===== src/rtl/idfilt_pkg.sv =====
// idfilt_pkg: shared types and helpers for the ID acceptance filter bank.
//   - idfiltState_t : collection FSM states (IDLE, COLLECT, COMPARE, DONE)
//   - ID_STD_W_DEF / ID_EXT_W_DEF : default standard / extended ID lengths
//   - lenMaskFn     : ones in the low stdW or extW bits, selected by extMode
package idfilt_pkg;

  typedef enum logic [1:0] {
    IDLE    = 2'd0,
    COLLECT = 2'd1,
    COMPARE = 2'd2,
    DONE    = 2'd3
  } idfiltState_t;

  localparam int ID_STD_W_DEF = 11;
  localparam int ID_EXT_W_DEF = 29;

  // Returns a 64-bit mask; callers truncate it to their own ID width.
  function automatic logic [63:0] lenMaskFn(input logic extMode,
                                            input int   stdW = ID_STD_W_DEF,
                                            input int   extW = ID_EXT_W_DEF);
    int w;
    w = extMode ? extW : stdW;
    return (w >= 64) ? '1 : ((64'd1 << w) - 64'd1);
  endfunction

endpackage


===== src/rtl/id_filter_bank_if.sv =====
// id_filter_bank_if: bit-stream input and result bundle of the ID filter bank.
//   master drives : enable, clear, extMode, dIn, samplePulse
//   slave drives  : busy, idCheckComplete, idMatch, matchVec, matchIdx, rxId
interface id_filter_bank_if
  import idfilt_pkg::*;
#(
  parameter int N_FILT   = 4,
  parameter int ID_EXT_W = ID_EXT_W_DEF
);
  localparam int IDXW = (N_FILT > 1) ? $clog2(N_FILT) : 1;

  logic                enable;
  logic                clear;
  logic                extMode;
  logic                dIn;
  logic                samplePulse;
  logic                busy;
  logic                idCheckComplete;
  logic                idMatch;
  logic [N_FILT-1:0]   matchVec;
  logic [IDXW-1:0]     matchIdx;
  logic [ID_EXT_W-1:0] rxId;

  modport master (
    output enable, clear, extMode, dIn, samplePulse,
    input  busy, idCheckComplete, idMatch, matchVec, matchIdx, rxId
  );

  modport slave (
    input  enable, clear, extMode, dIn, samplePulse,
    output busy, idCheckComplete, idMatch, matchVec, matchIdx, rxId
  );
endinterface


===== src/rtl/idfilt_match.sv =====
// idfilt_match: combinational masked compare of one acceptance filter.
//   rxId     in  W : received ID, right-aligned
//   filtId   in  W : filter ID
//   filtMask in  W : 1 = bit must match
//   lenMask  in  W : ones over the active ID length
//   filtEn   in  1 : filter enable
//   hit      out 1 : filter enabled and all masked bits equal
module idfilt_match
  import idfilt_pkg::*;
#(
  parameter int W = ID_EXT_W_DEF
) (
  input  logic [W-1:0] rxId,
  input  logic [W-1:0] filtId,
  input  logic [W-1:0] filtMask,
  input  logic [W-1:0] lenMask,
  input  logic         filtEn,
  output logic         hit
);

  assign hit = filtEn && (((rxId ^ filtId) & filtMask & lenMask) == '0);

endmodule


===== src/rtl/id_filter_bank.sv =====
// id_filter_bank: deserialises the arbitration ID from sampled bus bits and
// checks it against N_FILT masked acceptance filters.
//   clk, resetN        : clock, asynchronous active-low reset
//   bus (slave)        : enable/clear/extMode/dIn/samplePulse in,
//                        busy/idCheckComplete/idMatch/matchVec/matchIdx/rxId out
//   filtId, filtMask   : per-filter ID and care mask (right-aligned)
//   filtEn             : per-filter enable
// Build option: IDFILT_MAJORITY_EN resolves each bit by majority vote over
// its SAMPLES pulses; without it the last sample of the bit is taken.
module id_filter_bank
  import idfilt_pkg::*;
#(
  parameter int N_FILT   = 4,
  parameter int ID_STD_W = ID_STD_W_DEF,
  parameter int ID_EXT_W = ID_EXT_W_DEF,
  parameter int SAMPLES  = 3
) (
  input  logic                           clk,
  input  logic                           resetN,
  id_filter_bank_if.slave                bus,
  input  logic [N_FILT-1:0][ID_EXT_W-1:0] filtId,
  input  logic [N_FILT-1:0][ID_EXT_W-1:0] filtMask,
  input  logic [N_FILT-1:0]              filtEn
);

  localparam int SCW  = (SAMPLES > 1) ? $clog2(SAMPLES) : 1;
  localparam int BCW  = $clog2(ID_EXT_W + 1);
  localparam int IDXW = (N_FILT > 1) ? $clog2(N_FILT) : 1;
`ifdef IDFILT_MAJORITY_EN
  localparam int OCW  = $clog2(SAMPLES + 1);
`endif

  idfiltState_t                    state;
  logic [SCW-1:0]                  sampleCnt;
  logic [BCW-1:0]                  bitCnt;
  logic [ID_EXT_W-1:0]             shiftReg;
  logic                            extSnap;
  logic [N_FILT-1:0][ID_EXT_W-1:0] filtIdSnap;
  logic [N_FILT-1:0][ID_EXT_W-1:0] filtMaskSnap;
  logic [N_FILT-1:0]               filtEnSnap;
`ifdef IDFILT_MAJORITY_EN
  logic [OCW-1:0]                  onesCnt;
  logic [OCW-1:0]                  onesNext;
`endif

  logic                busyR;
  logic                completeR;
  logic                matchR;
  logic [N_FILT-1:0]   vecR;
  logic [IDXW-1:0]     idxR;
  logic [ID_EXT_W-1:0] rxIdR;

  logic                isLastSample;
  logic                resolvedBit;
  logic [BCW-1:0]      bitCntNext;
  logic [BCW-1:0]      frameLen;
  logic                takeSample;
  logic                frameEnd;
  logic [ID_EXT_W-1:0] lenMask;
  logic [N_FILT-1:0]   hitVec;
  logic [IDXW-1:0]     idxNext;

  // Sample bookkeeping shared by IDLE (the starting pulse is sample 1 of
  // bit 0) and COLLECT. In IDLE the counters are zero and the frame length
  // comes straight from extMode because the snapshot is not taken yet.
  always_comb begin
    isLastSample = (sampleCnt == SCW'(SAMPLES - 1));
`ifdef IDFILT_MAJORITY_EN
    onesNext     = onesCnt + OCW'(bus.dIn);
    resolvedBit  = (onesNext >= OCW'((SAMPLES + 1) / 2));
`else
    resolvedBit  = bus.dIn;
`endif
    bitCntNext   = bitCnt + BCW'(1);
    frameLen     = ((state == IDLE) ? bus.extMode : extSnap) ? BCW'(ID_EXT_W) : BCW'(ID_STD_W);
    takeSample   = bus.enable && bus.samplePulse && ((state == IDLE) || (state == COLLECT));
    frameEnd     = takeSample && isLastSample && (bitCntNext == frameLen);
  end

  assign lenMask = ID_EXT_W'(lenMaskFn(extSnap, ID_STD_W, ID_EXT_W));

  // One masked comparator per filter, all fed from the snapshotted settings.
  for (genvar g = 0; g < N_FILT; g++) begin : gFilt
    idfilt_match #(.W(ID_EXT_W)) uMatch (
      .rxId    (shiftReg),
      .filtId  (filtIdSnap[g]),
      .filtMask(filtMaskSnap[g]),
      .lenMask (lenMask),
      .filtEn  (filtEnSnap[g]),
      .hit     (hitVec[g])
    );
  end

  // Lowest matching filter wins; scanning downward leaves the lowest index.
  always_comb begin
    idxNext = '0;
    for (int i = N_FILT - 1; i >= 0; i--) begin
      if (hitVec[i]) idxNext = IDXW'(i);
    end
  end

  // Frame FSM. Priority is reset, then clear, then an enable drop during
  // collection (which discards the partial frame), then normal operation.
  always_ff @(posedge clk or negedge resetN) begin
    if (!resetN) begin
      state        <= IDLE;
      sampleCnt    <= '0;
      bitCnt       <= '0;
      shiftReg     <= '0;
      extSnap      <= 1'b0;
      filtIdSnap   <= '0;
      filtMaskSnap <= '0;
      filtEnSnap   <= '0;
`ifdef IDFILT_MAJORITY_EN
      onesCnt      <= '0;
`endif
      busyR        <= 1'b0;
      completeR    <= 1'b0;
      matchR       <= 1'b0;
      vecR         <= '0;
      idxR         <= '0;
      rxIdR        <= '0;
    end else if (bus.clear) begin
      state     <= IDLE;
      sampleCnt <= '0;
      bitCnt    <= '0;
      shiftReg  <= '0;
`ifdef IDFILT_MAJORITY_EN
      onesCnt   <= '0;
`endif
      busyR     <= 1'b0;
      completeR <= 1'b0;
      matchR    <= 1'b0;
      vecR      <= '0;
      idxR      <= '0;
      rxIdR     <= '0;
    end else if ((state == COLLECT) && !bus.enable) begin
      state     <= IDLE;
      sampleCnt <= '0;
      bitCnt    <= '0;
      shiftReg  <= '0;
`ifdef IDFILT_MAJORITY_EN
      onesCnt   <= '0;
`endif
      busyR     <= 1'b0;
    end else begin
      if (takeSample) begin
        if (isLastSample) begin
          shiftReg  <= {shiftReg[ID_EXT_W-2:0], resolvedBit};
          bitCnt    <= bitCntNext;
          sampleCnt <= '0;
`ifdef IDFILT_MAJORITY_EN
          onesCnt   <= '0;
`endif
        end else begin
          sampleCnt <= sampleCnt + SCW'(1);
`ifdef IDFILT_MAJORITY_EN
          onesCnt   <= onesNext;
`endif
        end
      end

      case (state)
        IDLE: begin
          if (takeSample) begin
            extSnap      <= bus.extMode;
            filtIdSnap   <= filtId;
            filtMaskSnap <= filtMask;
            filtEnSnap   <= filtEn;
            busyR        <= 1'b1;
            state        <= frameEnd ? COMPARE : COLLECT;
          end
        end
        COLLECT: begin
          if (frameEnd) state <= COMPARE;
        end
        COMPARE: begin
          matchR    <= |hitVec;
          vecR      <= hitVec;
          idxR      <= idxNext;
          rxIdR     <= shiftReg & lenMask;
          completeR <= 1'b1;
          busyR     <= 1'b0;
          bitCnt    <= '0;
          state     <= DONE;
        end
        DONE: begin
        end
        default: state <= IDLE;
      endcase
    end
  end

  assign bus.busy            = busyR;
  assign bus.idCheckComplete = completeR;
  assign bus.idMatch         = matchR;
  assign bus.matchVec        = vecR;
  assign bus.matchIdx        = idxR;
  assign bus.rxId            = rxIdR;

endmodule


===== src/flat_wrapper.sv =====
// flat-port wrapper written by rule: the top's interface ports become plain ports
module id_filter_bank_flat import idfilt_pkg::*;
#(
  parameter int N_FILT   = 4,
  parameter int ID_STD_W = ID_STD_W_DEF,
  parameter int ID_EXT_W = ID_EXT_W_DEF,
  parameter int SAMPLES  = 3
)
  (clk, resetN, filtId, filtMask, filtEn, bus_enable, bus_clear, bus_extMode, bus_dIn, bus_samplePulse, bus_busy, bus_idCheckComplete, bus_idMatch, bus_matchVec, bus_matchIdx, bus_rxId);
  id_filter_bank_if #(.N_FILT(N_FILT), .ID_EXT_W(ID_EXT_W)) bus_i ();
  input  logic clk;
  input  logic resetN;
  input  logic [N_FILT-1:0][ID_EXT_W-1:0] filtId;
  input  logic [N_FILT-1:0][ID_EXT_W-1:0] filtMask;
  input  logic [N_FILT-1:0] filtEn;
  input wire logic [$bits(bus_i.enable)-1:0] bus_enable;
  input wire logic [$bits(bus_i.clear)-1:0] bus_clear;
  input wire logic [$bits(bus_i.extMode)-1:0] bus_extMode;
  input wire logic [$bits(bus_i.dIn)-1:0] bus_dIn;
  input wire logic [$bits(bus_i.samplePulse)-1:0] bus_samplePulse;
  output wire logic [$bits(bus_i.busy)-1:0] bus_busy;
  output wire logic [$bits(bus_i.idCheckComplete)-1:0] bus_idCheckComplete;
  output wire logic [$bits(bus_i.idMatch)-1:0] bus_idMatch;
  output wire logic [$bits(bus_i.matchVec)-1:0] bus_matchVec;
  output wire logic [$bits(bus_i.matchIdx)-1:0] bus_matchIdx;
  output wire logic [$bits(bus_i.rxId)-1:0] bus_rxId;
  assign bus_i.enable = bus_enable;
  assign bus_i.clear = bus_clear;
  assign bus_i.extMode = bus_extMode;
  assign bus_i.dIn = bus_dIn;
  assign bus_i.samplePulse = bus_samplePulse;
  assign bus_busy = bus_i.busy;
  assign bus_idCheckComplete = bus_i.idCheckComplete;
  assign bus_idMatch = bus_i.idMatch;
  assign bus_matchVec = bus_i.matchVec;
  assign bus_matchIdx = bus_i.matchIdx;
  assign bus_rxId = bus_i.rxId;
  id_filter_bank #(.N_FILT(N_FILT), .ID_STD_W(ID_STD_W), .ID_EXT_W(ID_EXT_W), .SAMPLES(SAMPLES)) u_core (.clk(clk), .resetN(resetN), .bus(bus_i), .filtId(filtId), .filtMask(filtMask), .filtEn(filtEn));
endmodule

===== config.mk =====
export PLATFORM = sky130hd
export DESIGN_NAME = id_filter_bank_flat
export DESIGN_NICKNAME = d
export VERILOG_FILES = /design/src/rtl/idfilt_pkg.sv /design/src/rtl/id_filter_bank_if.sv /design/src/rtl/idfilt_match.sv /design/src/rtl/id_filter_bank.sv /design/src/flat_wrapper.sv
export SDC_FILE = /design/constraint.sdc
export NUM_CORES = 1
export LEC_CHECK = 0
export BUFFER_PORTS_ARGS = -buffer_cell sky130_fd_sc_hd__buf_2
export CAP_MARGIN = 5
export CORE_MARGIN = 2
export CORE_UTILIZATION = 45
export CTS_CLUSTER_SIZE = 30
export DETAILED_ROUTE_END_ITERATION = 12
export PLACE_DENSITY = 0.73
export RECOVER_POWER = 50
export SYNTH_ARGS = -nofsm -noshare
export SYNTH_HDL_FRONTEND = slang
export SYNTH_SLANG_ARGS = --single-unit

===== constraint.sdc =====
create_clock -name clk -period 2.7 [get_ports clk]
set_input_delay 0.27 -clock clk [delete_from_list [all_inputs] [get_ports clk]]
set_output_delay 0.27 -clock clk [all_outputs]
set_load 0.02 [all_outputs]

=== Word-level counts from Yosys, hierarchy flattened ===
Index checks and enable logic that the tools add are counted.

* Output and inout bits: 38
* Logic and storage cells: 123
* Input port bits: 243
* Register bits: 313

* Bitwise operators: 15
* Multiplexer cells: 46
* Add/subtract/negate cells: 3
* Shifts and indexed selects: 1
* $lt $le $gt $ge: 1
* Reduce and logical (&&, ||, !) cells: 30
* Eq/ne operators: 7

{| class="wikitable"
|+ Operators with widths
! operator !! count
|-
| $and 29x29->29 || 9
|-
| $mux 29 || 8
|-
| $logic_not 29->1 || 4
|-
| $xor 29x29->29 || 4
|-
| $mux 5 || 7
|-
| $ge 32x8->1 const B || 1
|-
| $mux 2 || 16
|-
| $shl 1x32->29 const A || 1
|-
| $sub 29x1->29 const B || 1
|-
| $mux 4 || 3
|-
| $reduce_bool 4->1 || 3
|-
| $mux 1 || 10
|-
| $logic_and 1x1->1 || 9
|-
| $ne 4x3->1 const B || 2
|-
| $reduce_and 2->1 || 4
|-
| $pmux 2 s3 || 1
|-
| $reduce_bool 3->1 || 2
|-
| $add 5x1->5 const B || 1
|-
| $eq 5x5->1 || 1
|-
| $reduce_bool 5->1 || 1
|-
| $eq 2x2->1 const B || 2
|-
| $reduce_and 4->1 || 1
|-
| $reduce_or 4->1 || 1
|-
| $reduce_and 3->1 || 1
|-
| 9 further kinds || 10
|}

=== Depth between registers and ports, before layout ===
Gate-level depths: netlist (run 1).

* Word-level depth: 14
* Depth in mapped cells: 11
* Gate-level depth less buffers: 9

=== Hierarchy ===
Synthesis (run 1) repeated with hierarchy kept, for this count alone.

* Cell total of the unflattened synthesis: 1,108
* Area, all modules: 13,794.5 um2

{| class="wikitable"
|+ Modules (own cells, without submodules)
! module !! seq. area each (um2) !! cells an instance !! area each (um2) !! instances
|-
| id_filter_bank || 7,832.5 || 796 || 11,842.6 || 1
|-
| idfilt_match || 0.0 || 78 || 488.0 || 4
|}

=== Worst setup path after synthesis (run 1) ===
OpenSTA, ideal clock, no wires.

* Path kind: register to register
* Start: reg u_core.state[0]
* End: reg u_core.state[0]
* Period minus slack after synthesis: 2.270 ns
* Arrival time: 2.187 ns
* Path buffers: 2
* Required time: 2.617 ns
* Library setup time: 0.083 ns
* Stages on the path, launching flop included: 12
* Setup slack: 0.430 ns
* Path through: dfrtp_1 inv_1 ha_1 buf_4 o211ai_2 or3b_1 clkbuf_1 nor3b_2 o21ai_1 and2_1 or4_1 o21ai_0

* Longest elaborated chain between the ends: 10
* Elaborated cells on any way between the ends: 20
* Those cells by class: eq/ne (5); mux (7); reduce/logical (8)

{| class="wikitable"
|+ RTL lines
! item !! RTL line !! RTL
|-
| from (decl) || id_filter_bank.sv:33 || <nowiki>idfiltState_t state;</nowiki>
|-
| from (signal assigned) || id_filter_bank.sv:171 || <nowiki>state <= frameEnd ? COMPARE : COLLECT;</nowiki>
|-
| $logic_not 2->1 or $eq 2x1->1 (tied branches) || - ||
|-
| $mux 1 or $logic_or 1x1->1 (tied branches) || id_filter_bank.sv:75, id_filter_bank.sv:76 ||
|-
| $mux 5 or $logic_and 1x1->1 (tied branches) || id_filter_bank.sv:75, id_filter_bank.sv:76 ||
|-
| $eq 5x5->1 or $logic_and 1x1->1 (tied branches) || id_filter_bank.sv:77 || <nowiki>frameEnd = takeSample && isLastSample && (bitCntNext == frameLen);</nowiki>
|-
| $logic_and 1x1->1 || id_filter_bank.sv:77 ||
|-
| $mux 2 || id_filter_bank.sv:171 ||
|-
| $mux 2 || id_filter_bank.sv:165 || <nowiki>if (takeSample) begin</nowiki>
|-
| $pmux 2 s3 || id_filter_bank.sv:163 || <nowiki>case (state)</nowiki>
|-
| $mux 2 || id_filter_bank.sv:137 || <nowiki>end else if ((state == COLLECT) && !bus.enable) begin</nowiki>
|-
| $mux 2 || id_filter_bank.sv:123 || <nowiki>end else if (bus.clear) begin</nowiki>
|}

Parallel ways exist; a longest one is shown, timed or not. The select of a mux whose other input is x is not followed.
A chain may end at the register's enable or synchronous reset.

=== Worst setup path after layout (run 1) ===
* Start: reg u_core.shiftReg[16]
* End: reg u_core.idxR[1], in the netlist u_core.bus.matchIdx[1]

* Longest elaborated chain between the ends: 12
* Elaborated cells on any way between the ends: 27
* Those cells by class: mux (7); bitwise (12); reduce/logical (8)

{| class="wikitable"
|+ RTL lines
! item !! RTL line !! RTL
|-
| from (decl) || id_filter_bank.sv:36 || <nowiki>logic [ID_EXT_W-1:0] shiftReg;</nowiki>
|-
| from (signal assigned) || id_filter_bank.sv:149 || <nowiki>shiftReg <= {shiftReg[ID_EXT_W-2:0], resolvedBit};</nowiki>
|-
| $xor 29x29->29 || idfilt_match.sv:21 || <nowiki>assign hit = filtEn && (((rxId ^ filtId) & filtMask & lenMask) == '0);</nowiki>
|-
| $and 29x29->29 (2 in series) || idfilt_match.sv:21 ||
|-
| $logic_not 29->1 || idfilt_match.sv:21 ||
|-
| $logic_and 1x1->1 || idfilt_match.sv:21 ||
|-
| $mux 2 (3 in series) || id_filter_bank.sv:98 || <nowiki>if (hitVec[i]) idxNext = IDXW'(i);</nowiki>
|-
| $mux 2 (*) || id_filter_bank.sv:98 ||
|-
| $mux 2 (*) || id_filter_bank.sv:163 ||
|-
| $mux 2 (*) || id_filter_bank.sv:137 ||
|-
| $mux 2 (*) || id_filter_bank.sv:123 ||
|-
| to (signal assigned) || id_filter_bank.sv:180 || <nowiki>idxR <= idxNext;</nowiki>
|-
| to (decl) || id_filter_bank.sv:50 || <nowiki>logic [IDXW-1:0] idxR;</nowiki>
|}

Mark *: on every way between the ends. The rest lies on a longest branch, timed or not. The select of a mux whose other input is x is not followed.

==> impl_table.tex, run 1 <==
\begin{tabular}{lr}
\hline
Metric & Value \\
\hline
\multicolumn{2}{l}{\textbf{Clocking}} \\
\quad H-tree depth & 2 \\
\quad CTS tree & done \\
\quad Clock insertion delay at the later pin of the skew report & 0.52 ns \\
\quad Maximum buffer depth of the clock tree & 3 \\
\quad Total clock buffers created by CTS & 35 \\
\quad Clock sink count & about 310 \\
\quad Clock slew at the register clock pins of the worst setup and hold paths & 0.06 ns \\
\quad Root buffer selected by CTS & sky130\_fd\_sc\_hd\_\_clkbuf\_16 \\
\multicolumn{2}{l}{\textbf{Cells and area}} \\
\quad Nets & roughly 1700 \\
\quad Post-route insts no fill & roughly 1900 \\
\quad P\&R area growth vs syn & 37.3\% \\
\quad Filler Cells Inserted & 2250 \\
\quad Most frequent standard cell in the layout excluding fill and tap cells & sky130\_fd\_sc\_hd\_\_dfrtp\_1 \\
\quad Proportion of layout cells with a drive suffix above 1 & around two fifths \\
\quad End-of-flow core utilization & approximately 63\% \\
\quad Fin area & between 15000 and 20000 um\^{}2 \\
\quad Most frequent cells in the layout & sky130\_fd\_sc\_hd\_\_dfrtp\_1 (313), sky130\_fd\_sc\_hd\_\_buf\_2 (260), sky130\_fd\_sc\_hd\_\_mux2\_2 (237), sky130\_fd\_sc\_hd\_\_dlygate4sd3\_1 (198), sky130\_fd\_sc\_hd\_\_xor2\_1 (119) \\
\multicolumn{2}{l}{\textbf{Timing}} \\
\quad Transition time at the pin with the least slew margin & 1.20 ns \\
\quad Clock Skew & between 0.02 and 0.025 ns \\
\quad Count of final hold-check violations & 0 \\
\quad Unrepaired setup endpoints after global routing & false \\
\quad Worst slew margin relative to its limit & 19.7\% \\
\quad Setup total negative slack & 0 ns \\
\quad Max Fclk & 401 MHz \\
\quad Minimum clock period after layout & $\sim$2.5 ns \\
\quad Final clock period utilization by the worst path & about 92\% \\
\quad Number of endpoints failing setup at the final stage & 0 \\
\quad Final max-slew violation count & 0 \\
\multicolumn{2}{l}{\textbf{Critical path}} \\
\quad Largest incremental delay on the critical path & around 0.54 ns \\
\quad Data arrival time of the worst path & around 2.9 ns \\
\quad Critical path buffers and inverters & 0 \\
\quad Slowest stage cell, crit path & sky130\_fd\_sc\_hd\_\_dfrtp\_1 \\
\quad Max FO, Critical Path & 7 \\
\quad Series of cell instances along the critical path & xor2\_1, a22oi\_1, nand3\_1, o41ai\_1, nand4\_1, and2\_1, a32o\_1 \\
\quad Worst Setup End Kind & register \\
\quad Source of the critical timing path & u\_core.shiftReg[16] \\
\quad Cell family with the largest share of critical-path delay & compound AO/OA/AOI/OAI gates \\
\quad Critical path data required time & between 3 and 4 ns \\
\quad Worst setup path class & reg -> reg \\
\quad Startpoint of the most critical register-to-register path & u\_core.shiftReg[16] \\
\quad Worst Setup Start Kind & register \\
\multicolumn{2}{l}{\textbf{Routing}} \\
\quad Wire length per cell after detailed routing & approximately 21 um \\
\quad Pre-antenna DRT Iters & 5 \\
\quad DRT iter0 DRCs & 705 \\
\quad Drt total wl & between 40 and 50 mm \\
\quad Number of nets with antenna violations after routing & 0 \\
\quad Via Count & between 10000 and 15000 \\
\quad Number of vias per cell & 5.30 \\
\quad Remaining routing DRC violations & 0 \\
\multicolumn{2}{l}{\textbf{Pwr}} \\
\quad Ratio of total power to cell area & just over 900 nW/um\^{}2 \\
\quad P\_leak & slightly below 9 nW \\
\quad Power consumption & around 17 mW \\
\quad Sequential fraction of design power & a little under half \\
\quad Switch share & just over 30\% \\
\quad Combinational share of power & about a quarter \\
\quad Part of the power in the clock network & approximately 28\% \\
\quad Internal power consumption & about 12 mW \\
\quad Worst vdd ir & between 0.6 and 0.7 mV \\
\quad Switching power summed over all nets & approximately 5.2 mW \\
\multicolumn{2}{l}{\textbf{Global route}} \\
\quad Pin count of the biggest net entering global routing & 93 \\
\quad Vias in the first global route & between 10000 and 15000 \\
\quad First-pass GRT wire length & just over 60 mm \\
\quad Overflow after GRT & 0 \\
\quad Antenna violations before repair & 2 \\
\quad Total routing resource utilization after global routing & between 20\% and 30\% \\
\multicolumn{2}{l}{\textbf{Floorplanning}} \\
\quad Area of the core & 29600 um\^{}2 \\
\quad Effective utilization at floorplan & a little under half \\
\quad Cell row count & 63 \\
\quad Height of the chip & between 150 and 200 um \\
\quad Die Span X & $\sim$180 um \\
\quad \# IOs & 281 \\
\quad Floorplan die area & 31500 um\^{}2 \\
\multicolumn{2}{l}{\textbf{Logic synthesis}} \\
\quad Count of different cell masters after synthesis & 40 \\
\quad Syn Std Cell Area & 13500 um\^{}2 \\
\quad Total number of yosys warnings & 0 \\
\quad Total nets after synthesis & about 1300 \\
\quad Post-synthesis sequential area ratio & approximately 58\% \\
\quad Mean instance size in the synthesized netlist & roughly 13 um\^{}2 \\
\quad Synthesized instance count & roughly 1000 \\
\quad Post-synthesis sequential element count & between 300 and 400 \\
\multicolumn{2}{l}{\textbf{Hold path}} \\
\quad Hold Crit Class & in -> reg \\
\quad Worst Hold Launch & filtId[66] \\
\multicolumn{2}{l}{\textbf{Placed design}} \\
\quad Placed instance area & 15500 um\^{}2 \\
\quad Last weighted congestion value of the routability-driven placer & approximately 0.84 \\
\quad Total instance count after detailed placement & about 1700 \\
\quad DPL Wire Length & 26.5 mm \\
\quad Number of input and output port buffers inserted & 280 \\
\multicolumn{2}{l}{\textbf{Run status}} \\
\quad Result of the run & finished, final reports clean \\
\multicolumn{2}{l}{\textbf{Job}} \\
\quad Max-cap violations & 0 \\
\hline
\end{tabular}
## worst paths after layout
kind                                      endpoint  cells past startpoint  slack (ns)
setup / recovery            u_core.bus.matchIdx[1]                      7        0.21
hold / removal               u_core.filtIdSnap[66]                      2       0.008
setup reg to reg            u_core.bus.matchIdx[1]                      7        0.21
hold reg to reg             u_core.bus.matchVec[0]                      2        0.48
max in group asynchronous  u_core.filtMaskSnap[77]                      3        0.53
min in group asynchronous    u_core.filtIdSnap[10]                      2        0.52
## layout make-up
cell class	count	area (um^2)	area share, %
diodes	3	7.51	0.0404
clock buffers	53	1020	5.51
clock inverters	10	153	0.821
inverters	3	11.3	0.0606
multi-input cells	634	5420	29.2
flip-flops and latches	313	7830	42.2
well taps	390	488	2.63
repair buffers	508	3640	19.6
## synthesized netlist by cell type, drive strengths merged
cell type / instances / area (um^2)
nand4: 6 / 37.5
nor3: 7 / 35.0
xor2: 119 / 1040
a211oi: 1 / 7.51
a31oi: 3 / 18.8
or3b: 1 / 8.76
and2: 4 / 25.0
clkbuf: 71 / 267
or4: 1 / 7.51
dfrtp: 313 / 7830
inv: 3 / 11.3
a22o: 39 / 342
mux2: 237 / 2670
nand3: 5 / 25.0
o21ai: 10 / 50.0
o211ai: 1 / 12.5
nand4b: 1 / 8.76
a22oi: 38 / 285
nor2b: 1 / 6.26
a32o: 1 / 10.0
a21oi: 34 / 170
and4: 1 / 8.76
a211o: 1 / 8.76
xnor2: 2 / 17.5
nor4: 1 / 6.26
buf: 3 / 15.0
ha: 4 / 50.1
o41ai: 3 / 26.3
nand2: 85 / 319
nor2: 6 / 22.5
and3: 2 / 12.5
nand2b: 2 / 12.5
or3: 1 / 6.26
mux2i: 3 / 30.0
nor3b: 3 / 27.5
a221oi: 10 / 87.6
o21a: 1 / 7.51
## state kept, by name (all words and copies together), names as in the netlist
name	count
u_core.filtIdSnap	116
u_core.filtMaskSnap	116
u_core.bus.rxId	29
u_core.shiftReg	29
u_core.bitCnt	5
u_core.bus.matchVec	4
u_core.filtEnSnap	4
u_core.bus.matchIdx	2
u_core.sampleCnt	2
u_core.state	2
u_core.bus.busy	1
u_core.bus.idCheckComplete	1
u_core.bus.idMatch	1
u_core.extSnap	1
## power groups by stage
stage / clock network, mW / registers [mW] / logic (mW)
2_1_floorplan: 0 / 7.39 / 3.14
3_3_place_gp: 0 / 7.94 / 4.06
3_5_place_dp: 0 / 7.97 / 4.16
4_1_cts: 4.92 / 7.91 / 4.42
5_1_grt: 5.15 / 8.13 / 4.85
6_report: 4.86 / 7.98 / 4.44
## stage by stage
stage | hold slack (ns) | setup slack [ns]
6_report | 0.00803 | 0.208
5_1_grt | 0.00114 | 0.0475
4_1_cts | 0.00000977 | 0.184
3_5_place_dp | 0.211 | 0.200
3_3_place_gp | 0.206 | 0.359
2_1_floorplan | -0.0256 | 0.430
## logic make-up (layout without fill, tap and decap cells)
| kind of cell | Yosys count | count (layout) | synth area share, % |
|---|---|---|---|
| AOI/OAI and AO/OA | 142 | 142 | 7.58 |
| DFF | 313 | 313 | 57.9 |
| and+or+nand+nor | 127 | 127 | 4.21 |
| xor gates and xnor gates | 121 | 121 | 7.83 |
| buffers and inverters | 77 | 574 | 2.16 |
| muxes | 240 | 240 | 19.9 |
| adders and majority gates | 4 | 4 | 0.370 |
| other | 0 | 3 | 0 |
## worst register-to-register path, stage by stage, from the launching register on
cell                      delay (ns)
sky130_fd_sc_hd__dfrtp_1        0.54
sky130_fd_sc_hd__xor2_1         0.24
sky130_fd_sc_hd__a22oi_1        0.26
sky130_fd_sc_hd__nand3_1        0.11
sky130_fd_sc_hd__o41ai_1        0.47
sky130_fd_sc_hd__nand4_1        0.30
sky130_fd_sc_hd__and2_1         0.26
sky130_fd_sc_hd__a32o_1         0.21
## routing by layer
layer / track usage [%] / part of all wire [%]
met2: 40.7 / 47
met3: 4.52 / 5.9
met4: 11.5 / 4.3
met5: 0 / 0
met1: 34.8 / 43
## what timing repair did
item	CTS	global route
hold buffers	190	8
endpoints found under the hold margin	231	8
setup buffers	0	0
gates resized for setup	0	0
Note: power is estimated with default switching activity, not from simulation.
==> inputs of run 2 (changes only) <==
--- a/config.mk
+++ b/config.mk
@@ -5,14 +5,16 @@
 export SDC_FILE = /design/constraint.sdc
 export NUM_CORES = 1
 export LEC_CHECK = 0
+export ABC_AREA = 1
 export BUFFER_PORTS_ARGS = -buffer_cell sky130_fd_sc_hd__buf_2
 export CAP_MARGIN = 5
 export CORE_MARGIN = 2
 export CORE_UTILIZATION = 45
 export CTS_CLUSTER_SIZE = 30
 export DETAILED_ROUTE_END_ITERATION = 12
-export PLACE_DENSITY = 0.73
+export PLACE_DENSITY = 0.72
 export RECOVER_POWER = 50
 export SYNTH_ARGS = -nofsm -noshare
 export SYNTH_HDL_FRONTEND = slang
+export SYNTH_HIERARCHICAL = 1
 export SYNTH_SLANG_ARGS = --single-unit
==> run 2 against run 1 <==
The flow now finishes with violations (capacitance limit, slew limit). Non-clock buffer count up 19. Final cell count increased by 45%. Maximum frequency up 5.2%. Via count up 35%. Combinational power grew 22%. Power up 4.3%. Sequential power down 2%. Largest power group unchanged. Synthesized cell count increased by 68%. Clock power is 1% lower. Sequential cell count stayed put.
==> impl_table.tex, run 2 <==
\begin{tabular}{lr}
\hline
Metric & Value \\
\hline
\multicolumn{2}{l}{\textbf{Clocking}} \\
\quad Root buffer selected by CTS & sky130\_fd\_sc\_hd\_\_clkbuf\_16 (unchanged) \\
\quad Clock slew at the register clock pins of the worst setup and hold paths & 0.06 ns (about the same) \\
\quad Gates resized, CTS repair & 0 (unchanged) \\
\quad Maximum buffer depth of the clock tree & 3 (unchanged) \\
\quad CTS tree & done (unchanged) \\
\quad Clock sink count & 313 (unchanged) \\
\quad Total clock buffers created by CTS & 36 (was 35) \\
\quad Clock insertion delay at the later pin of the skew report & 0.53 ns (was 0.52 ns) \\
\quad H-tree depth & 2 (unchanged) \\
\multicolumn{2}{l}{\textbf{Logic synthesis}} \\
\quad Syn Std Cell Area & 15700 um\^{}2 (was 13500 um\^{}2) \\
\quad Flip-flop cell with the highest count after synthesis & sky130\_fd\_sc\_hd\_\_dfrtp\_1 (unchanged) \\
\quad Yosys top cell area share & 49.9\% (was 57.9\%) \\
\quad Count of different cell masters after synthesis & 30 (was 40) \\
\quad Synth top cells by count & sky130\_fd\_sc\_hd\_\_nand2\_1 (484), sky130\_fd\_sc\_hd\_\_inv\_1 (341), sky130\_fd\_sc\_hd\_\_dfrtp\_1 (313), sky130\_fd\_sc\_hd\_\_mux2\_2 (236), sky130\_fd\_sc\_hd\_\_nand3\_1 (75) (was sky130\_fd\_sc\_hd\_\_dfrtp\_1 (313), sky130\_fd\_sc\_hd\_\_mux2\_2 (237), sky130\_fd\_sc\_hd\_\_xor2\_1 (119), sky130\_fd\_sc\_hd\_\_nand2\_1 (85), sky130\_fd\_sc\_hd\_\_clkbuf\_1 (71)) \\
\quad Most area-consuming cells after synthesis & sky130\_fd\_sc\_hd\_\_dfrtp\_1 (50\%), sky130\_fd\_sc\_hd\_\_mux2\_2 (17\%), sky130\_fd\_sc\_hd\_\_nand2\_1 (12\%) (was sky130\_fd\_sc\_hd\_\_dfrtp\_1 (58\%), sky130\_fd\_sc\_hd\_\_mux2\_2 (20\%), sky130\_fd\_sc\_hd\_\_xor2\_1 (7.7\%)) \\
\quad Synthesized instance count & 1722 (was 1024) \\
\quad Synth area leader & sky130\_fd\_sc\_hd\_\_dfrtp\_1 (unchanged) \\
\quad Mean instance size in the synthesized netlist & 9.11 um\^{}2 (was 13.2 um\^{}2) \\
\quad EDFF count, synth & 0 (unchanged) \\
\quad Most common cell in the netlist & sky130\_fd\_sc\_hd\_\_nand2\_1 (was sky130\_fd\_sc\_hd\_\_dfrtp\_1) \\
\quad Post-synthesis sequential area ratio & 49.9\% (was 57.9\%) \\
\quad Post-synthesis sequential element count & 313 (unchanged) \\
\quad Asr flop ratio synth & 100\% (unchanged) \\
\quad Total number of yosys warnings & 6 (was 0) \\
\multicolumn{2}{l}{\textbf{Placed design}} \\
\quad Total instance count after detailed placement & 2485 (was 1650) \\
\quad Number of input and output port buffers inserted & 280 (unchanged) \\
\quad Placed instance area & 17800 um\^{}2 (was 15500 um\^{}2) \\
\quad Last weighted congestion value of the routability-driven placer & 0.855 (was 0.845) \\
\quad DPL Wire Length & 31.4 mm (was 26.5 mm) \\
\multicolumn{2}{l}{\textbf{Job}} \\
\quad Max-cap violations & 1 (was 0) \\
\multicolumn{2}{l}{\textbf{Routing}} \\
\quad Number of vias per cell & 4.93 (was 5.30) \\
\quad Number of nets with antenna violations after routing & 0 (unchanged) \\
\quad Pre-antenna DRT Iters & 6 (was 5) \\
\quad Via Count & 13700 (was 10100) \\
\quad Drt total wl & 48.0 mm (was 40.4 mm) \\
\quad DRT iter0 DRCs & 831 (was 705) \\
\quad Wire length per cell after detailed routing & 17.3 um (was 21.1 um) \\
\quad Remaining routing DRC violations & 0 (unchanged) \\
\multicolumn{2}{l}{\textbf{Critical path}} \\
\quad Slowest stage cell, crit path & sky130\_fd\_sc\_hd\_\_mux2\_2 (was sky130\_fd\_sc\_hd\_\_dfrtp\_1) \\
\quad Data arrival time of the worst path & 2.78 ns (was 2.90 ns) \\
\quad Critical path data required time & 3.11 ns (about the same) \\
\quad Largest incremental delay on the critical path & 0.39 ns (was 0.54 ns) \\
\quad Worst setup path class & reg -> reg (unchanged) \\
\quad Startpoint of the most critical register-to-register path & u\_core/state[1] (was u\_core.shiftReg[16]) \\
\quad Cell family with the largest share of critical-path delay & buffers and inverters (was compound AO/OA/AOI/OAI gates) \\
\quad End point of the critical path & u\_core/filtMaskSnap[51] (was u\_core.bus.matchIdx[1]) \\
\quad Source of the critical timing path & u\_core/state[1] (was u\_core.shiftReg[16]) \\
\quad Worst Setup End Kind & register (unchanged) \\
\quad Worst reg-to-reg setup slack & 0.33 ns (was 0.21 ns) \\
\quad Max FO, Critical Path & 68 (was 7) \\
\quad Cell count along the critical path & 10 (was 7) \\
\quad Reg-to-Reg End & u\_core/filtMaskSnap[51] (was u\_core.bus.matchIdx[1]) \\
\quad Cells on worst reg2reg path & 10 (was 7) \\
\quad Worst Setup Start Kind & register (unchanged) \\
\quad Series of cell instances along the critical path & inv\_1, ha\_1, inv\_1, nor2\_2, nor2\_4, inv\_2, nor3\_4, buf\_12, buf\_12, mux2\_2 (was xor2\_1, a22oi\_1, nand3\_1, o41ai\_1, nand4\_1, and2\_1, a32o\_1) \\
\quad Critical path buffers and inverters & 5 (was 0) \\
\multicolumn{2}{l}{\textbf{Floorplanning}} \\
\quad Cell row count & 68 (was 63) \\
\quad Die Span X & 191 um (was 177 um) \\
\quad Floorplan die area & 36400 um\^{}2 (was 31500 um\^{}2) \\
\quad Height of the chip & 191 um (was 177 um) \\
\quad Effective utilization at floorplan & 45.5\% (was 45.6\%) \\
\quad \# IOs & 281 (unchanged) \\
\quad Area of the core & 34500 um\^{}2 (was 29600 um\^{}2) \\
\multicolumn{2}{l}{\textbf{Timing}} \\
\quad Count of final hold-check violations & 0 (unchanged) \\
\quad Minimum clock period after layout & 2.37 ns (was 2.49 ns) \\
\quad Setup total negative slack & 0 ns (unchanged) \\
\quad Number of endpoints failing setup at the final stage & 0 (unchanged) \\
\quad Hold slack & 0.0202 ns (was 0.00803 ns) \\
\quad Max Fclk & 422 MHz (was 401 MHz) \\
\quad Worst slew margin relative to its limit & -3.88\% (was 19.7\%) \\
\quad Final max-slew violation count & 28 (was 0) \\
\quad Final clock period utilization by the worst path & 87.7\% (was 92.3\%) \\
\quad Clock Skew & 0.0119 ns (was 0.0214 ns) \\
\quad Transition time at the pin with the least slew margin & 1.56 ns (was 1.20 ns) \\
\quad Unrepaired setup endpoints after global routing & false (unchanged) \\
\multicolumn{2}{l}{\textbf{Pwr}} \\
\quad Ratio of total power to cell area & 854 nW/um\^{}2 (was 931 nW/um\^{}2) \\
\quad Worst vdd ir & 0.506 mV (was 0.616 mV) \\
\quad P\_leak & 10.3 nW (was 8.94 nW) \\
\multicolumn{2}{l}{\textbf{Cells and area}} \\
\quad Nets & 2538 (was 1742) \\
\quad Post-route insts no fill & 2773 (was 1914) \\
\quad Top flop regs & u\_core/filtIdSnap: 116 flops, u\_core/filtMaskSnap: 116 flops (was u\_core.filtIdSnap: 116 flops, u\_core.filtMaskSnap: 116 flops) \\
\quad Filler Cells Inserted & 2744 (was 2250) \\
\quad Most frequent cells in the layout & sky130\_fd\_sc\_hd\_\_nand2\_1 (484), sky130\_fd\_sc\_hd\_\_inv\_1 (341), sky130\_fd\_sc\_hd\_\_dfrtp\_1 (312), sky130\_fd\_sc\_hd\_\_buf\_2 (253), sky130\_fd\_sc\_hd\_\_mux2\_2 (236) (was sky130\_fd\_sc\_hd\_\_dfrtp\_1 (313), sky130\_fd\_sc\_hd\_\_buf\_2 (260), sky130\_fd\_sc\_hd\_\_mux2\_2 (237), sky130\_fd\_sc\_hd\_\_dlygate4sd3\_1 (198), sky130\_fd\_sc\_hd\_\_xor2\_1 (119)) \\
\quad Fin area & 21100 um\^{}2 (was 18600 um\^{}2) \\
\quad P\&R area growth vs syn & 34.6\% (was 37.3\%) \\
\quad Most frequent standard cell in the layout excluding fill and tap cells & sky130\_fd\_sc\_hd\_\_nand2\_1 (was sky130\_fd\_sc\_hd\_\_dfrtp\_1) \\
\quad Proportion of layout cells with a drive suffix above 1 & 25.0\% (was 38.4\%) \\
\multicolumn{2}{l}{\textbf{Global route}} \\
\quad First-pass GRT wire length & 74.3 mm (was 61.1 mm) \\
\quad Overflow after GRT & 0 (unchanged) \\
\quad Antenna violations before repair & 2 (unchanged) \\
\quad Pin count of the biggest net entering global routing & 78 (was 93) \\
\quad Total routing resource utilization after global routing & 26.7\% (was 25.7\%) \\
\quad Vias in the first global route & 14300 (was 10700) \\
\multicolumn{2}{l}{\textbf{Hold path}} \\
\quad Hold Crit Class & in -> reg (unchanged) \\
\multicolumn{2}{l}{\textbf{Run status}} \\
\quad Result of the run & complete, but fails checks (was finished, final reports clean) \\
\quad Violated checks & capacitance limit, slew limit \\
\hline
\end{tabular}
[run 2: changes by cell type after synthesis, sizes merged, moves of 53 or more]
cell    previous run  this run
clkbuf            71        13
inv                3       343
nand2             85       485
nand3              5        75
nand3b             0        68
o21ai             10        63
xor2             119         0
[run 2: per-stage QoR]
stage / util [%] / power, mW / setup WS [ns]
CTS: 61.5 / 18.1 / 0.341
finish: 61.3 / 18.0 / 0.331
global route: 61.3 / 19.2 / 0.137
global placement: 51.7 / 12.6 / 0.445
detailed placement: 51.7 / 12.9 / 0.359
floorplan: - / 11.3 / 0.318
[run 2: cell families (layout without fill, tap and decap cells)]
logic type / after synthesis / after routing / share of synthesized area (%)
flip-flops: 313 / 313 / 49.9
adder cells (fa/ha/maj): 5 / 5 / 0.399
buffers and inverters: 384 / 935 / 10.3
AO/OA/AOI/OAI: 82 / 82 / 2.81
AND/OR/NAND/NOR: 701 / 701 / 19.7
multiplexers: 236 / 236 / 16.9
other: 1 / 46 / 0.0239
[run 2: cell type report]
| cell class | count | area (um^2) | share of cell area, % |
|---|---|---|---|
| repair buffers | 527 | 3840 | 18.2 |
| flip-flops and latches | 313 | 7840 | 37.1 |
| clock inverters | 10 | 82.6 | 0.391 |
| diodes | 2 | 5.00 | 0.0237 |
| clock buffers | 54 | 1080 | 5.11 |
| inverters | 344 | 1290 | 6.11 |
| multi-input cells | 1068 | 6410 | 30.4 |
| well taps | 455 | 569 | 2.70 |
[run 2: repair_timing]
action / CTS / global route
hold endpoints to repair: 291 / 0
setup buffers: 0 / 0
endpoints found under the setup margin: 0 / 0
hold buffers: 222 / 0
[run 2: metal layers]
metal	GRT usage (%)	routed length (um)	vias up
met5	0	0	-
met4	13.1	2090	0
met3	3.50	3170	135
met2	44.3	22900	532
met1	34.4	19900	6533
li1	-	-	6481
[run 2: how the worst min path moves through the flow]
stage	depth (start not counted)	end	slack, ns	from
final	2	u_core/filtMaskSnap[107]	0.02	filtMask[107]
after global routing	2	u_core/filtIdSnap[58]	0.007	filtId[58]
after CTS	2	u_core/filtIdSnap[78]	0.001	filtId[78]
after detailed placement	1	u_core/filtIdSnap[63]	0.32	resetN
after global placement	1	u_core/filtIdSnap[63]	0.31	resetN
after floorplan	0	u_core/bitCnt[0]	-0.03	resetN
[run 2: power by group]
group          switching (mW)  total, mW  internal (mW)
combinational            2.62       5.43           2.81
clock                    1.95       4.81           2.86
sequential               1.26       7.79           6.54
total                    5.83       18.0           12.2
[run 2: worst reg2reg max path, delay by kind of cell, from the launching register on]
kind,cells,cell delay [ns]
DFF,1,0.38
adders and majority gates,1,0.20
muxes,1,0.45
and+or+nand+nor,3,0.34
buffers and inverters,5,0.88
==> inputs of run 3 (changes only) <==
--- a/config.mk
+++ b/config.mk
@@ -10,6 +10,7 @@
 export CAP_MARGIN = 5
 export CORE_MARGIN = 2
 export CORE_UTILIZATION = 45
+export CTS_BUF_LIST = sky130_fd_sc_hd__clkbuf_4 sky130_fd_sc_hd__clkbuf_8
 export CTS_CLUSTER_SIZE = 30
 export DETAILED_ROUTE_END_ITERATION = 12
 export PLACE_DENSITY = 0.72
==> constraint.sdc (replaced) <==
create_clock -name clk -period 2.36 [get_ports clk]
set_input_delay 0.236 -clock clk [delete_from_list [all_inputs] [get_ports clk]]
set_output_delay 0.236 -clock clk [all_outputs]
set_load 0.02 [all_outputs]
==> run 3 against run 2 <==
The flow still finishes with violations (capacitance limit, slew limit). Clock skew increased by 0.012 ns. Clock power increased by 14%. Final cell count increased by 2.2%. Critical path depth unchanged. Largest power group unchanged.
==> impl_table.tex, run 3 (synthesized netlist as in run 2, its figures left out) <==
\begin{tabular}{lr}
\hline
Metric & Value \\
\hline
\multicolumn{2}{l}{\textbf{Cells and area}} \\
\quad Nets & 2579 (was 2538) \\
\quad Register area & 7840 um\^{}2 (unchanged) \\
\quad Most frequent standard cell in the layout excluding fill and tap cells & sky130\_fd\_sc\_hd\_\_nand2\_1 (unchanged) \\
\quad End-of-flow core utilization & 62.4\% (was 61.3\%) \\
\quad Post-route insts no fill & 2834 (was 2773) \\
\quad Filler Cells Inserted & 2669 (was 2744) \\
\quad Footprint of the multi-input gates & 6410 um\^{}2 (about the same) \\
\quad Proportion of layout cells with a drive suffix above 1 & 26.9\% (was 25.0\%) \\
\quad Top flop regs & u\_core/filtIdSnap: 116 flops, u\_core/filtMaskSnap: 116 flops (unchanged) \\
\quad Fin area & 21500 um\^{}2 (was 21100 um\^{}2) \\
\quad P\&R area growth vs syn & 37.1\% (was 34.6\%) \\
\quad Most frequent cells in the layout & sky130\_fd\_sc\_hd\_\_nand2\_1 (484), sky130\_fd\_sc\_hd\_\_inv\_1 (341), sky130\_fd\_sc\_hd\_\_dfrtp\_1 (312), sky130\_fd\_sc\_hd\_\_buf\_2 (260), sky130\_fd\_sc\_hd\_\_dlygate4sd3\_1 (240) (was sky130\_fd\_sc\_hd\_\_nand2\_1 (484), sky130\_fd\_sc\_hd\_\_inv\_1 (341), sky130\_fd\_sc\_hd\_\_dfrtp\_1 (312), sky130\_fd\_sc\_hd\_\_buf\_2 (253), sky130\_fd\_sc\_hd\_\_mux2\_2 (236)) \\
\multicolumn{2}{l}{\textbf{Pwr}} \\
\quad Power consumption & 20.8 mW (was 18.0 mW) \\
\quad Ratio of total power to cell area & 969 nW/um\^{}2 (was 854 nW/um\^{}2) \\
\quad P\_leak & 10.5 nW (was 10.3 nW) \\
\quad Worst vdd ir & 0.687 mV (was 0.506 mV) \\
\multicolumn{2}{l}{\textbf{Placed design}} \\
\quad Last weighted congestion value of the routability-driven placer & 0.873 (was 0.855) \\
\quad Total instance count after detailed placement & 2491 (was 2485) \\
\quad Number of input and output port buffers inserted & 280 (unchanged) \\
\quad Place WS & 0.197 ns (was 0.359 ns) \\
\quad DPL Wire Length & 31.3 mm (was 31.4 mm) \\
\quad Placed instance area & 17900 um\^{}2 (was 17800 um\^{}2) \\
\multicolumn{2}{l}{\textbf{Run status}} \\
\quad Violated checks & capacitance limit, slew limit (unchanged) \\
\quad Result of the run & complete, but fails checks (unchanged) \\
\multicolumn{2}{l}{\textbf{Timing}} \\
\quad Hold slack & 0.167 ns (was 0.0202 ns) \\
\quad Final max-slew violation count & 55 (was 28) \\
\quad Unrepaired setup endpoints after global routing & false (unchanged) \\
\quad Worst slew margin relative to its limit & -7.77\% (was -3.88\%) \\
\quad Final clock period utilization by the worst path & 93.9\% (was 87.7\%) \\
\quad Number of endpoints failing setup at the final stage & 0 (unchanged) \\
\quad Count of final hold-check violations & 0 (unchanged) \\
\quad Setup slack of the critical path after layout & 0.143 ns (was 0.331 ns) \\
\quad Transition time at the pin with the least slew margin & 1.62 ns (was 1.56 ns) \\
\quad Minimum clock period after layout & 2.22 ns (was 2.37 ns) \\
\quad Clock Skew & 0.0237 ns (was 0.0119 ns) \\
\quad Setup total negative slack & 0 ns (unchanged) \\
\quad Max Fclk & 451 MHz (was 422 MHz) \\
\multicolumn{2}{l}{\textbf{Clocking}} \\
\quad Total clock buffers created by CTS & 53 (was 36) \\
\quad Clock slew at the register clock pins of the worst setup and hold paths & 0.06 ns (about the same) \\
\quad Maximum buffer depth of the clock tree & 3 (unchanged) \\
\quad Root buffer selected by CTS & sky130\_fd\_sc\_hd\_\_clkbuf\_8 (was sky130\_fd\_sc\_hd\_\_clkbuf\_16) \\
\quad H-tree depth & 2 (unchanged) \\
\quad Clock sink count & 313 (unchanged) \\
\quad CTS tree & done (unchanged) \\
\quad Clock insertion delay at the later pin of the skew report & 0.63 ns (was 0.53 ns) \\
\multicolumn{2}{l}{\textbf{Routing}} \\
\quad Remaining routing DRC violations & 0 (unchanged) \\
\quad Number of nets with antenna violations after routing & 0 (unchanged) \\
\quad Number of vias per cell & 4.91 (was 4.93) \\
\quad Pre-antenna DRT Iters & 7 (was 6) \\
\quad Drt total wl & 49.3 mm (was 48.0 mm) \\
\quad Wire length per cell after detailed routing & 17.4 um (was 17.3 um) \\
\quad Via Count & 13900 (was 13700) \\
\quad DRT iter0 DRCs & 807 (was 831) \\
\multicolumn{2}{l}{\textbf{Floorplanning}} \\
\quad Effective utilization at floorplan & 45.5\% (unchanged) \\
\quad Area of the core & 34500 um\^{}2 (unchanged) \\
\quad Height of the chip & 191 um (unchanged) \\
\quad Cell row count & 68 (unchanged) \\
\quad Die Span X & 191 um (unchanged) \\
\quad \# IOs & 281 (unchanged) \\
\quad Floorplan die area & 36400 um\^{}2 (unchanged) \\
\multicolumn{2}{l}{\textbf{Critical path}} \\
\quad Worst setup path class & reg -> reg (unchanged) \\
\quad Startpoint of the most critical register-to-register path & u\_core/state[1] (unchanged) \\
\quad Worst Setup Start Kind & register (unchanged) \\
\quad Critical path data required time & 2.85 ns (was 3.11 ns) \\
\quad Max FO, Critical Path & 35 (was 68) \\
\quad Worst reg-to-reg setup slack & 0.14 ns (was 0.33 ns) \\
\quad Worst Setup End Kind & register (unchanged) \\
\quad End point of the critical path & u\_core/filtMaskSnap[95] (was u\_core/filtMaskSnap[51]) \\
\quad Reg-to-Reg End & u\_core/filtMaskSnap[95] (was u\_core/filtMaskSnap[51]) \\
\quad Data arrival time of the worst path & 2.71 ns (was 2.78 ns) \\
\quad Cells on worst reg2reg path & 10 (unchanged) \\
\quad Source of the critical timing path & u\_core/state[1] (unchanged) \\
\multicolumn{2}{l}{\textbf{Global route}} \\
\quad Total routing resource utilization after global routing & 27.2\% (was 26.7\%) \\
\quad Pin count of the biggest net entering global routing & 69 (was 78) \\
\quad Vias in the first global route & 14700 (was 14300) \\
\quad Antenna violations before repair & 4 (was 2) \\
\quad First-pass GRT wire length & 76.0 mm (was 74.3 mm) \\
\quad Overflow after GRT & 0 (unchanged) \\
\multicolumn{2}{l}{\textbf{Hold path}} \\
\quad Hold Crit Class & in -> reg (unchanged) \\
\multicolumn{2}{l}{\textbf{Job}} \\
\quad Max-cap violations & 1 (unchanged) \\
\hline
\end{tabular}
## run 3: changes by cell type in the layout (fill, tap and decap cells not counted), sizes merged
cell         change
clkbuf          +29
dlygate4sd3     +18
buf             +15
clkinv           -3
diode            +2
inv              -2
bufinv           +1
clkinvlp         +1
## run 3: repair_timing
item | CTS | global route
hold buffers | 240 | 0
setup endpoints to repair | 0 | 1
resized for setup | 0 | 1
setup buffers | 0 | 0
hold endpoints to repair | 394 | 0
## run 3: how the worst min path moves through the flow
stage | from | to | cells after the start
finish | bus_enable | u_core/state[1] | 7
CTS | bus_enable | u_core/state[1] | 7
floorplan | resetN | u_core/bitCnt[0] | 0
global placement | resetN | u_core/filtMaskSnap[65] | 1
global route | bus_enable | u_core/state[1] | 7
detailed placement | resetN | u_core/filtMaskSnap[65] | 1
## run 3: power by group
part	internal (mW)	switching, mW	total [mW]
Combinational	3.30	3.11	6.40
Sequential	7.48	1.45	8.93
Clock	3.21	2.30	5.50
## run 3: critical path, stage by stage, from the launching register on
cell and delay [ns]:
sky130_fd_sc_hd__dfrtp_1 0.37, sky130_fd_sc_hd__inv_1 0.09, sky130_fd_sc_hd__ha_1 0.21, sky130_fd_sc_hd__inv_1 0.09, sky130_fd_sc_hd__nor2_2 0.06, sky130_fd_sc_hd__nor2_4 0.10, sky130_fd_sc_hd__inv_2 0.06, sky130_fd_sc_hd__nor3_4 0.21
sky130_fd_sc_hd__buf_12 0.24, sky130_fd_sc_hd__buf_12 0.24, sky130_fd_sc_hd__mux2_2 0.38
## run 3: layout make-up
class,instances,area share [%]
flip-flops and latches,313,36.4
multi-input cells,1068,29.8
repair buffers,551,19.4
inverters,344,6.00
clock buffers,92,5.25
well taps,455,2.65
clock inverters,7,0.407
diodes,4,0.0465
## run 3: metal layers
metal | vias up | wire, um | GRT usage, %
met5 | - | 0 | 0
met4 | 0 | 2720 | 16.8
li1 | 6567 | - | -
met1 | 6610 | 20000 | 33.7
met3 | 174 | 3750 | 5.54
met2 | 577 | 22800 | 43.8
